File: src/rtl/pll_reset_seq.sv
// pll_reset_seq
//   Power-up / recovery sequencer for a transceiver PLL that runs from an
//   external clock chip. It waits for the clock chip to report it is
//   configured, pulses the PLL reset, waits for lock, and checks that lock
//   stays up for a settle period. Only then does it release the reset of the
//   recovered-clock domain. Configuration and lock timeouts request a rewrite
//   of the clock chip. After MAX_RETRIES such requests the sequencer parks in
//   FAIL.
//
//   Optional feature macro: PLL_RESET_SEQ_LOL_RECOVERY_EN
//     defined   : loss of lock in RUN re-enters PLL_RST. retry_count does not
//                 change.
//     undefined : RUN is terminal and loss of lock is ignored.
//
// Ports
//   clk            in   system clock (50 MHz), the only clock
//   reset_n        in   asynchronous active-low reset
//   conf_ready     in   clock chip configured (asynchronous, synchronised here)
//   pll_locked     in   transceiver PLL lock (asynchronous, synchronised here)
//   conf_retrigger out  one-cycle request to rewrite the clock chip
//   pll_reset      out  active-high transceiver PLL reset
//   user_reset_n   out  active-low reset for the recovered-clock domain
//   seq_done       out  high while in RUN
//   seq_fail       out  high while in FAIL
//   retry_count    out  clock-chip rewrites requested since reset (saturates)
//
// State table
//   state      | meaning
//   WAIT_CONF  | PLL held in reset; conf_ready ignored for START_DELAY cycles,
//              | then awaited until START_DELAY+CONF_TIMEOUT cycles
//   PLL_RST    | PLL reset asserted for PLL_RST_CYCLES cycles
//   WAIT_LOCK  | PLL reset released; wait up to LOCK_TIMEOUT cycles for lock
//   SETTLE     | lock must hold SETTLE_CYCLES consecutive cycles
//   RUN        | sequence complete, recovered-clock logic out of reset
//   RETRY      | single cycle: request clock-chip rewrite, count the retry
//   FAIL       | retries exhausted; terminal until reset_n

module pll_reset_seq #(
    parameter int START_DELAY    = 64,
    parameter int CONF_TIMEOUT   = 1000000,
    parameter int PLL_RST_CYCLES = 50,
    parameter int LOCK_TIMEOUT   = 500000,
    parameter int SETTLE_CYCLES  = 5000,
    parameter int MAX_RETRIES    = 3
) (
    input  logic       clk,
    input  logic       reset_n,
    input  logic       conf_ready,
    input  logic       pll_locked,
    output logic       conf_retrigger,
    output logic       pll_reset,
    output logic       user_reset_n,
    output logic       seq_done,
    output logic       seq_fail,
    output logic [3:0] retry_count
);

    typedef enum logic [2:0] {
        ST_WAIT_CONF,
        ST_PLL_RST,
        ST_WAIT_LOCK,
        ST_SETTLE,
        ST_RUN,
        ST_RETRY,
        ST_FAIL
    } state_t;

    // The counter holds the number of cycles already spent in the current
    // state. A state that must last N cycles therefore exits when it reads N-1.
    localparam logic [19:0] START_TC   = 20'(START_DELAY);
    localparam logic [19:0] CONF_TC    = 20'(START_DELAY + CONF_TIMEOUT - 1);
    localparam logic [19:0] PLL_RST_TC = 20'(PLL_RST_CYCLES - 1);
    localparam logic [19:0] LOCK_TC    = 20'(LOCK_TIMEOUT - 1);
    localparam logic [19:0] SETTLE_TC  = 20'(SETTLE_CYCLES - 1);
    localparam logic [3:0]  RETRY_MAX  = 4'(MAX_RETRIES);

    state_t      state;
    state_t      state_nxt;
    logic [19:0] cnt;
    logic [19:0] cnt_nxt;
    logic [3:0]  retry_nxt;

    logic conf_meta;
    logic conf_sync;
    logic lock_meta;
    logic lock_sync;

    logic conf_retrigger_nxt;
    logic pll_reset_nxt;
    logic user_reset_n_nxt;
    logic seq_done_nxt;
    logic seq_fail_nxt;

    always_ff @(posedge clk or negedge reset_n) begin
        if (!reset_n) begin
            conf_meta <= 1'b0;
            conf_sync <= 1'b0;
            lock_meta <= 1'b0;
            lock_sync <= 1'b0;
        end else begin
            conf_meta <= conf_ready;
            conf_sync <= conf_meta;
            lock_meta <= pll_locked;
            lock_sync <= lock_meta;
        end
    end

    always_ff @(posedge clk or negedge reset_n) begin
        if (!reset_n) begin
            state          <= ST_WAIT_CONF;
            cnt            <= '0;
            retry_count    <= '0;
            conf_retrigger <= 1'b0;
            pll_reset      <= 1'b1;
            user_reset_n   <= 1'b0;
            seq_done       <= 1'b0;
            seq_fail       <= 1'b0;
        end else begin
            state          <= state_nxt;
            cnt            <= cnt_nxt;
            retry_count    <= retry_nxt;
            conf_retrigger <= conf_retrigger_nxt;
            pll_reset      <= pll_reset_nxt;
            user_reset_n   <= user_reset_n_nxt;
            seq_done       <= seq_done_nxt;
            seq_fail       <= seq_fail_nxt;
        end
    end

    always_comb begin
        state_nxt = state;
        retry_nxt = retry_count;

        case (state)
            ST_WAIT_CONF: begin
                if ((cnt >= START_TC) && conf_sync) begin
                    state_nxt = ST_PLL_RST;
                end else if (cnt == CONF_TC) begin
                    state_nxt = ST_RETRY;
                end
            end
            ST_PLL_RST: begin
                if (cnt == PLL_RST_TC) begin
                    state_nxt = ST_WAIT_LOCK;
                end
            end
            ST_WAIT_LOCK: begin
                // When lock and timeout arrive in the same cycle, lock wins.
                if (lock_sync) begin
                    state_nxt = ST_SETTLE;
                end else if (cnt == LOCK_TC) begin
                    state_nxt = ST_RETRY;
                end
            end
            ST_SETTLE: begin
                if (!lock_sync) begin
                    state_nxt = ST_WAIT_LOCK;
                end else if (cnt == SETTLE_TC) begin
                    state_nxt = ST_RUN;
                end
            end
            ST_RUN: begin
`ifdef PLL_RESET_SEQ_LOL_RECOVERY_EN
                if (!lock_sync) begin
                    state_nxt = ST_PLL_RST;
                end
`endif
            end
            ST_RETRY: begin
                // retry_count was already incremented on entry to RETRY.
                if (retry_count >= RETRY_MAX) begin
                    state_nxt = ST_FAIL;
                end else begin
                    state_nxt = ST_WAIT_CONF;
                end
            end
            ST_FAIL: begin
                state_nxt = ST_FAIL;
            end
            default: begin
                state_nxt = ST_WAIT_CONF;
            end
        endcase

        if ((state_nxt == ST_RETRY) && (retry_count != 4'hF)) begin
            retry_nxt = retry_count + 4'd1;
        end

        if (state_nxt != state) begin
            cnt_nxt = '0;
        end else if (cnt == '1) begin
            cnt_nxt = cnt;
        end else begin
            cnt_nxt = cnt + 20'd1;
        end

        // Outputs are decoded from the next state and then registered. This
        // keeps them glitch-free and aligned with the state they describe.
        conf_retrigger_nxt = (state_nxt == ST_RETRY);
        pll_reset_nxt      = (state_nxt == ST_WAIT_CONF) || (state_nxt == ST_PLL_RST) ||
                             (state_nxt == ST_RETRY)     || (state_nxt == ST_FAIL);
        user_reset_n_nxt   = (state_nxt == ST_RUN);
        seq_done_nxt       = (state_nxt == ST_RUN);
        seq_fail_nxt       = (state_nxt == ST_FAIL);
    end

endmodule

File: config.mk
export PLATFORM = sky130hd
export DESIGN_NAME = pll_reset_seq
export DESIGN_NICKNAME = d
export VERILOG_FILES = /design/src/rtl/pll_reset_seq.sv
export SDC_FILE = /design/constraint.sdc
export NUM_CORES = 1
export LEC_CHECK = 0
export CAP_MARGIN = 20
export CORE_MARGIN = 2
export CORE_UTILIZATION = 47
export CTS_BUF_LIST = sky130_fd_sc_hd__clkbuf_2
export CTS_CLUSTER_SIZE = 20
export DETAILED_ROUTE_END_ITERATION = 7
export PLACE_DENSITY = 0.65
export SLEW_MARGIN = 20
export SYNTH_ARGS = -nofsm -noshare
export SYNTH_HDL_FRONTEND = slang
export SYNTH_SLANG_ARGS = --single-unit
File: constraint.sdc
create_clock -name clk -period 3.35 [get_ports clk]
set_clock_uncertainty 0.2 [all_clocks]
set_input_delay 0.67 -clock clk [delete_from_list [all_inputs] [get_ports clk]]
set_output_delay 0.67 -clock clk [all_outputs]
set_load 0.01 [all_outputs]
==> results.py, run 1 <==
metrics = {
    "place": {
        "gp_congestion": 0.885,
        "dp_hpwl_mm": 2.67,
        "port_buffers": 12,
    },
    "synthesis": {
        "async_flop_share": 1.00,
        "synth.avg_cell_area_um2": 9.48,
        "seq_area_frac_synth": 0.460,
        "synthCells": 201,
        "ys_seq_elements": 35,
        "yosys-top-cells-area": "dfrtp_1 (45%), nor2_1 (6.1%), xnor2_1 (5.1%)",
        "yosysTopAreaCellShare": 0.446,
        "synth_area_um2": 1910,
        "synth-main-ff-cell": "dfrtp_1",
        "syn_nets": 210,
        "ys_types": 45,
        "netlist.top_cell.by_area": "dfrtp_1",
        "yosysWarningCount": 0,
        "synth_edf_count": 0,
    },
    "clock_tree": {
        "hold_buffers": 0,
        "cts.clk_slew.worst_paths_ns": 0.19,
        "clk-insertion-delay-late_ns": 0.38,
        "numCtsBuffers": 5,
        "clock-sinks": 35,
        "clk_path_buf_depth": 2,
        "cts_tree": "yes",
        "htree_num_levels": 2,
        "ctsResizeCount": 0,
        "root_buffer": "clkbuf_2",
        "cts_setup_buffers": 0,
    },
    "sta": {
        "setup_viol": 0,
        "hold_violations": 0,
        "tightestPinTransition_ns": 0.679,
        "fin_setup_tns_ns": 0,
        "slew_headroom": 0.545,
        "layout_min_cycle_time_ns": 2.93,
        "max_freq_mhz": 341,
        "finalCritPeriodShare": 0.874,
        "slew_viol_final": 0,
        "rsz0062_at_grt": "false",
    },
    "critical_path": {
        "slowest_stage": "dfrtp_1",
        "crit_fanout": 20,
        "start_kind": "flip-flop",
        "setup.worst_path.end_class": "flip-flop",
        "path_cells": "ha_1 -> nor3b_1 -> and4b_1 -> nand2_1 -> a2111oi_0 -> a221o_1 -> a2bb2oi_1 -> buf_4 -> nor2_1",
        "max_stage_delay_ns": 0.45,
        "cp.arrival_ns": 3.00,
        "criticalPathCategory": "reg2reg",
        "crit_required_ns": 3.42,
        "cp_top_family": "compound AO/OA/AOI/OAI gates",
        "crit_buf_inv": 1,
    },
    "routing": {
        "ant_nets": 0,
        "routed_via_density": 5.64,
        "wire_per_inst_um": 14.0,
        "drt_first_iter_violations": 108,
        "vias": 1506,
        "wl_mm": 3.75,
        "dr.pass1.iters": 5,
        "drc": 0,
    },
    "floorplanning": {
        "dieHeight_um": 67.7,
        "pin_count": 13,
        "coreArea_um2": 3940,
        "die-area_um2": 4580,
        "fp.dieW_um": 67.7,
        "num_rows": 23,
        "initial_core_util": 0.483,
    },
    "global_routing": {
        "grt_pass1_wl_mm": 6.56,
        "grt_overflow": 0,
        "grt_pass1_vias": 1448,
        "antenna_found_initial": 0,
        "grt_max_degree": 36,
        "grt_use_total": 0.194,
    },
    "layout": {
        "drive_gt1_frac": 0.0783,
        "syn2layout_area_growth_pct": 12.1,
        "fin_util": 0.542,
        "finalNetCount": 225,
        "diodes": 0,
    },
    "pwr": {
        "max-vdd-ir-drop_mv": 0.177,
        "p_per_area_nw_per_um2": 329,
        "power_mw": 0.703,
        "leakage_nw": 0.954,
    },
    "min_path": {
        "hold_class": "reg2reg",
    },
    "job": {
        "cap_violations": 0,
    },
    "status": {
        "status": "completed",
    },
}
path summary, 6_finish.rpt:
path,from,to,slack [ns],cells after the start
hold / removal,lock_meta$_DFF_PN0_,lock_sync$_DFF_PN0_,0.18,0
hold reg to reg,lock_meta$_DFF_PN0_,lock_sync$_DFF_PN0_,0.18,0
setup / recovery,cnt[0]$_DFFE_PN0P_,cnt[2]$_DFFE_PN0P_,0.42,9
min in group asynchronous,reset_n,retry_count[0]$_DFFE_PN0P_,0.46,2
setup reg to reg,cnt[0]$_DFFE_PN0P_,cnt[2]$_DFFE_PN0P_,0.42,9
max in group asynchronous,reset_n,pll_reset$_DFF_PN1_,2.15,2
placed cells by master (no fill, tap or decap), types with 6 or more instances in the layout:
master	count
nor3_1	11
nand3_1	14
xor2_1	6
dfrtp_1	34
and3_1	9
clkdlybuf4s50_1	12
nand4_1	7
inv_1	6
xnor2_1	11
nand2_1	14
nor2_1	31
flip-flops by register name, summed over array words and instances (netlist names):
signal and cells:
seq_fail 1, seq_done 1, conf_meta 1, lock_meta 1, conf_retrigger 1, cnt 20, retry_count 4, pll_reset 1
state 3, lock_sync 1, conf_sync 1
synthesized netlist by cell type, types with 2 or more instances:
master and instances:
nor3_1 11, and3_1 9, nand4_1 7, a31oi_1 4, nor2_1 31, nand3_1 14
mux2i_1 2, o21ai_0 3, and4b_1 3, and2_1 2, xnor2_1 11, xor2_1 6
inv_1 6, clkbuf_1 4, nor2b_1 2, ha_1 5, nor4_1 5, dfrtp_1 34
nand2_1 14, a21oi_1 3
power by group:
| part | internal, mW | total [mW] | switching, mW |
|---|---|---|---|
| logic | 0.00401 | 0.0123 | 0.00825 |
| clock network | 0.123 | 0.264 | 0.141 |
| registers | 0.425 | 0.427 | 0.00142 |
layer usage:
layer,global-route usage,up-vias,wire (µm)
li1,-,745,-
met1,0.233,717,1660
met2,0.337,39,1880
met3,0.0500,5,150
met4,0.0612,0,53
met5,0,-,0
per-stage QoR:
stage | hold WS (ns) | std cells | cell area (µm²) | setup WS (ns)
final | 0.179 | 267 | 2140 | 0.421
after global routing | 0.198 | 267 | 2140 | 0.268
after CTS | 0.179 | 267 | 2140 | 0.434
after detailed placement | 0.141 | 259 | 2070 | 0.471
after global placement | 0.136 | 259 | 2070 | 0.532
after floorplan | 0.131 | 201 | 1910 | 0.789
cells by family (layout without fill, tap and decap cells):
logic type	after synthesis	count (layout)	share of synthesized area
AO/OA/AOI/OAI	22	22	0.0860
XOR/XNOR	17	17	0.0781
adder cells (fa/ha/maj)	5	5	0.0328
buffers and inverters	13	29	0.0322
flip-flops	35	35	0.460
multiplexers	3	3	0.0164
AND/OR/NAND/NOR	106	106	0.294
area by class of cell:
class / count / area, µm²
fill: 347 / 1810
multi-input combinational: 153 / 967
sequential: 35 / 877
timing repair buffer: 15 / 143
tap: 50 / 62.6
clock inverter: 3 / 38.8
clock buffer: 5 / 25.0
inverter: 6 / 22.5
Note: power is estimated with default switching activity, not from simulation.
==> run 2: changes to the inputs <==
--- a/config.mk
+++ b/config.mk
@@ -12,7 +12,6 @@
 export CTS_CLUSTER_SIZE = 20
 export DETAILED_ROUTE_END_ITERATION = 7
 export PLACE_DENSITY = 0.65
-export SLEW_MARGIN = 20
 export SYNTH_ARGS = -nofsm -noshare
 export SYNTH_HDL_FRONTEND = slang
 export SYNTH_SLANG_ARGS = --single-unit
==> results of run 2 <==
No change in the layout: final DEF, timing and power equal those of run 1.
